### src/rtl/dadda_acc.sv
// rtl/dadda_acc.sv - frame accumulator behind the 8x8 Dadda multiply-add
// Optional build macro: DADDA_ACC_SAT_EN (clamp the frame sum on overflow
// instead of wrapping). Default build wraps modulo 2^ACC_W.
module dadda_acc #(
  parameter int ACC_W = 24,
  parameter int CNT_W = 8
) (
  input  logic             clk,
  input  logic             rst,
  input  logic             in_valid,
  output logic             in_ready,
  input  logic [16:0]      in_res,
  input  logic             in_last,
  output logic             out_valid,
  input  logic             out_ready,
  output logic [ACC_W-1:0] out_sum,
  output logic [CNT_W-1:0] out_count,
  output logic             overflow
);

  typedef enum logic [1:0] {
    S_IDLE = 2'd0,
    S_ACC  = 2'd1,
    S_HOLD = 2'd2
  } state_t;

  state_t           r_state;
  state_t           w_state_nxt;
  logic [ACC_W-1:0] r_acc;
  logic [ACC_W-1:0] w_acc_nxt;
  logic [CNT_W-1:0] r_cnt;
  logic [CNT_W-1:0] w_cnt_nxt;
  logic             r_ovf;
  logic             w_ovf_nxt;

  logic             w_accept;
  logic [ACC_W:0]   w_ext;
  logic [ACC_W:0]   w_sum;
  logic [CNT_W-1:0] w_cnt_inc;

  // Handshake flags are pure decodes of the registered state, so out_ready
  // never reaches in_ready combinationally.
  assign in_ready  = (r_state != S_HOLD);
  assign out_valid = (r_state == S_HOLD);
  assign out_sum   = r_acc;
  assign out_count = r_cnt;
  assign overflow  = r_ovf;

  assign w_accept  = in_valid & in_ready;
  // One extra MSB on both operands exposes the carry out of bit ACC_W-1.
  assign w_ext     = {{(ACC_W + 1 - 17){1'b0}}, in_res};
  assign w_sum     = {1'b0, r_acc} + w_ext;
  assign w_cnt_inc = (r_cnt == {CNT_W{1'b1}}) ? r_cnt : r_cnt + CNT_W'(1);

  // Next-state and datapath update: first beat loads, later beats add.
  always_comb begin
    w_state_nxt = r_state;
    w_acc_nxt   = r_acc;
    w_cnt_nxt   = r_cnt;
    w_ovf_nxt   = r_ovf;
    case (r_state)
      S_IDLE: begin
        if (w_accept) begin
          w_acc_nxt   = w_ext[ACC_W-1:0];
          w_cnt_nxt   = CNT_W'(1);
          w_ovf_nxt   = 1'b0;
          w_state_nxt = in_last ? S_HOLD : S_ACC;
        end
      end
      S_ACC: begin
        if (w_accept) begin
`ifdef DADDA_ACC_SAT_EN
          w_acc_nxt   = w_sum[ACC_W] ? {ACC_W{1'b1}} : w_sum[ACC_W-1:0];
`else
          w_acc_nxt   = w_sum[ACC_W-1:0];
`endif
          w_cnt_nxt   = w_cnt_inc;
          w_ovf_nxt   = r_ovf | w_sum[ACC_W];
          w_state_nxt = in_last ? S_HOLD : S_ACC;
        end
      end
      S_HOLD: begin
        if (out_ready) begin
          w_state_nxt = S_IDLE;
        end
      end
      default: begin
        w_state_nxt = S_IDLE;
      end
    endcase
  end

  // State and accumulator registers; reset discards any partial frame.
  always_ff @(posedge clk or posedge rst) begin
    if (rst) begin
      r_state <= S_IDLE;
      r_acc   <= '0;
      r_cnt   <= '0;
      r_ovf   <= 1'b0;
    end else begin
      r_state <= w_state_nxt;
      r_acc   <= w_acc_nxt;
      r_cnt   <= w_cnt_nxt;
      r_ovf   <= w_ovf_nxt;
    end
  end

endmodule

### config.mk
export PLATFORM = sky130hd
export DESIGN_NAME = dadda_acc
export DESIGN_NICKNAME = d
export VERILOG_FILES = /design/src/rtl/dadda_acc.sv
export SDC_FILE = /design/constraint.sdc
export NUM_CORES = 1
export LEC_CHECK = 0
export CAP_MARGIN = 10
export CORE_MARGIN = 5
export CORE_UTILIZATION = 50
export CTS_CLUSTER_DIAMETER = 150
export DETAILED_ROUTE_END_ITERATION = 7
export PLACE_DENSITY = 0.89
export SETUP_SLACK_MARGIN = 0.1
export SLEW_MARGIN = 20
export SYNTH_ARGS = -nofsm -noshare
export SYNTH_HDL_FRONTEND = slang
export SYNTH_SLANG_ARGS = --single-unit
### constraint.sdc
create_clock -name clk -period 6.2 [get_ports clk]
set_clock_uncertainty 0.2 [all_clocks]
set_input_delay 0.62 -clock clk [delete_from_list [all_inputs] [get_ports clk]]
set_output_delay 0.62 -clock clk [all_outputs]
set_load 0.1 [all_outputs]
==> run_results.csv <==
group,metric,value,unit
placement,dp_cells,420,
job,maxCapViolCount,0,
synth,synthDistinctLibCells,56,
worst_setup_path,ff2ff_path_depth,9,
pwr,p_int,725.3,µW
clocking,clk_latency,0.29,ns
clocking,cts_tree,"done",
pwr,leakage,1.503,nW
timing,worstMarginPinSlew,0.9955,ns
die,io-pin-count,57,
die,rows,26,
pwr,ir_worst_vdd,350.2,µV
pwr,switching_power,806.4,µW
die,die_height,82.42,µm
clocking,cts_hold_buf,0,
pwr,p_per_area,452.2,nW/µm²
synth,ys_ff_latch,35,
worst_setup_path,worstPathMaxFanout,26,
timing,period_minus_slack,3.798,ns
clocking,cts-root-buf,"clkbuf_8",
cells_and_area,final_common_cell,"clkdlybuf4s50_1",
worst_setup_path,r2r-start,"out_sum[0]",
clocking,clock_sinks,35,
pwr,seq_power_share,0.218,
worst_setup_path,startpoint,"r_state[0]",
worst_setup_path,r2r_end,"out_sum[14]",
synth,synth_fp_nets,343,
clocking,cts_resized,0,
worst_setup_path,crit_chain,"inv_2, nand2_1, clkdlybuf4s50_1",
timing,setup_viol,0,
worst_setup_path,critPathArrivalTime,2.98,ns
pwr,combPwrFrac,0.619,
worst_setup_path,path_buf_inv,2,
die,initial_core_util,0.5135,
worst_setup_path,critPathKind,"reg -> out",
timing,setup-tns-final,0,ns
global_route,grt_pass1_wl,11.61,mm
pwr,p_sw_frac,0.5265,
routing,via_per_inst,5.935,
worst_setup_path,path_depth,3,
routing,drtPass1Iterations,4,
placement,dp_hpwl,4.907,mm
routing,detail_route.iter0.violations,144,
worst_setup_path,slowest_delay,1.16,ns
routing,ant_nets,0,
pwr,power,1.532,mW
die,dieArea,6793,µm²
timing,max-slew-margin-rel,0.3343,
synth,netlist_area,2623,µm²
clocking,cts_setup_buffers,0,
clocking,clk_path_buf_depth,2,
cells_and_area,layout.cells.non_filler,428,
cells_and_area,area_growth_syn_to_layout,29.15,%
global_route,antenna_found_initial,0,
timing,fmax,263.3,MHz
worst_setup_path,crit_slowest_cell,"clkdlybuf4s50_1",
synth,seq_area_frac_synth,0.3340,
timing,hold_violations,0,
pwr,clkPwrFrac,0.163,
cells_and_area,nFillCells,422,
clocking,clk_pin_slew_worst_paths,0.07,ns
global_route,grt_pass1_vias,2508,
synth,synth_ff_type,"dfrtp_1",
cells_and_area,diodes,0,
synth,async_flop_share,1.000,
cells_and_area,layout_common_cells,"clkdlybuf4s50_1 (56), dfrtp_1 (35), a21oi_1 (30)",
timing,rsz0062_at_grt,"false",
worst_setup_path,endpoint,"in_ready",
global_route,grt_max_degree,43,
worst_setup_path,critPathCaptureType,"output port",
clocking,cts_made_buffers,5,
synth,avgSynthCellArea,8.684,µm²
synth,yosys_warnings,0,
clocking,htree_levels,2,
die,die_w,82.42,µm
die,fp.coreArea,5107,µm²
routing,drt_wl_total,6.868,mm
routing,drc,0,
timing,slew_viol_final,0,
routing,wl_per_cell,16.05,µm
worst_setup_path,cp.required,5.38,ns
global_route,grt_use_total,0.2205,
outcome,status,"completed",
placement,gpl.final_weighted_congestion,0.8264,
synth,synth_edf_count,0,
routing,vias,2540,
worst_setup_path,start_kind,"flop",
worst_setup_path,rrSetupSlack,3.37,ns
cells_and_area,finalNetCount,398,
timing,period_share,0.6125,
cells_and_area,drive_gt1_frac,0.07821,
placement,numPortBuffers,56,
worst_hold_path,hold_path_class,"reg -> reg",
synth,synthCells,302,
worst_setup_path,critical_path.top_delay_family,"buffers and inverters",
global_route,overflow,0,
## cells by family (layout without fill, tap and decap cells)
group                      after synthesis  count (layout)  share of synthesized area
and+or+nand+nor                        104             104                     0.2061
muxes                                   10              10                    0.03817
DFF                                     35              35                     0.3340
xor gates and xnor gates                11              11                    0.03674
AOI/OAI and AO/OA                       99              99                     0.2567
buffers and inverters                   24              80                    0.03483
adders and majority gates               19              19                    0.09351
## routing by layer
metal / GRT usage / up-vias / share of wire
met5: 0 / - / 0
met4: 0.09468 / 0 / 0.026
met3: 0.05098 / 16 / 0.067
met2: 0.3622 / 94 / 0.47
met1: 0.2762 / 1200 / 0.44
li1: - / 1230 / -
## power groups by stage
stage               registers, mW  clock network (mW)  logic (mW)
finish                      0.334               0.250       0.947
global route                0.342               0.262        1.01
CTS                         0.333               0.253       0.946
detailed placement          0.336                   0       0.937
global placement            0.333                   0       0.919
floorplan                   0.664                   0       0.396
## flip-flops by register name (all words and copies together), names as in the netlist
signal,count
out_count,8
r_state,2
overflow,1
out_sum,24
## cell type report
| cell class | count | area, µm² | share of cell area |
|---|---|---|---|
| clock buffer | 5 | 68.82 | 0.02032 |
| clock inverter | 3 | 67.56 | 0.01995 |
| inverter | 13 | 48.80 | 0.01441 |
| multi-input combinational | 243 | 1655 | 0.4887 |
| sequential | 35 | 875.8 | 0.2586 |
| tap | 70 | 87.58 | 0.02586 |
| timing repair buffer | 59 | 583.1 | 0.1721 |
## cells in the mapped netlist, types with 6 or more instances
cell type	instances	share of area
a21o_1	6	0.017
nor2_1	15	0.021
and3_1	12	0.029
dfrtp_1	35	0.33
nor3_1	6	0.011
clkbuf_1	8	0.011
inv_1	12	0.017
a21oi_1	30	0.057
xor2_1	6	0.020
nand3_1	7	0.013
nand4_1	9	0.021
nand2_1	29	0.042
o21ai_0	21	0.040
ha_1	18	0.086
mux2i_1	10	0.038
## worst min path at each step
stage / startpoint / end / slack [ns] / cells after the start
after floorplan: r_state[1] / r_state[0] / 0.26 / 1
after global placement: r_state[1] / r_state[0] / 0.28 / 1
after detailed placement: r_state[1] / r_state[0] / 0.29 / 1
after CTS: r_state[1] / r_state[0] / 0.29 / 1
after global routing: r_state[1] / r_state[0] / 0.33 / 1
final: r_state[1] / r_state[0] / 0.30 / 1
## metrics by stage
stage,instance area [µm²],setup slack (ns),hold WS [ns],util
floorplan,2623,2.940,0.2595,-
global placement,3251,2.758,0.2777,0.6365
detailed placement,3251,2.683,0.2875,0.6365
CTS,3387,2.399,0.2911,0.6632
global route,3387,2.253,0.3275,0.6632
finish,3387,2.402,0.2960,0.6632
Power figures use the tool's default switching activity.
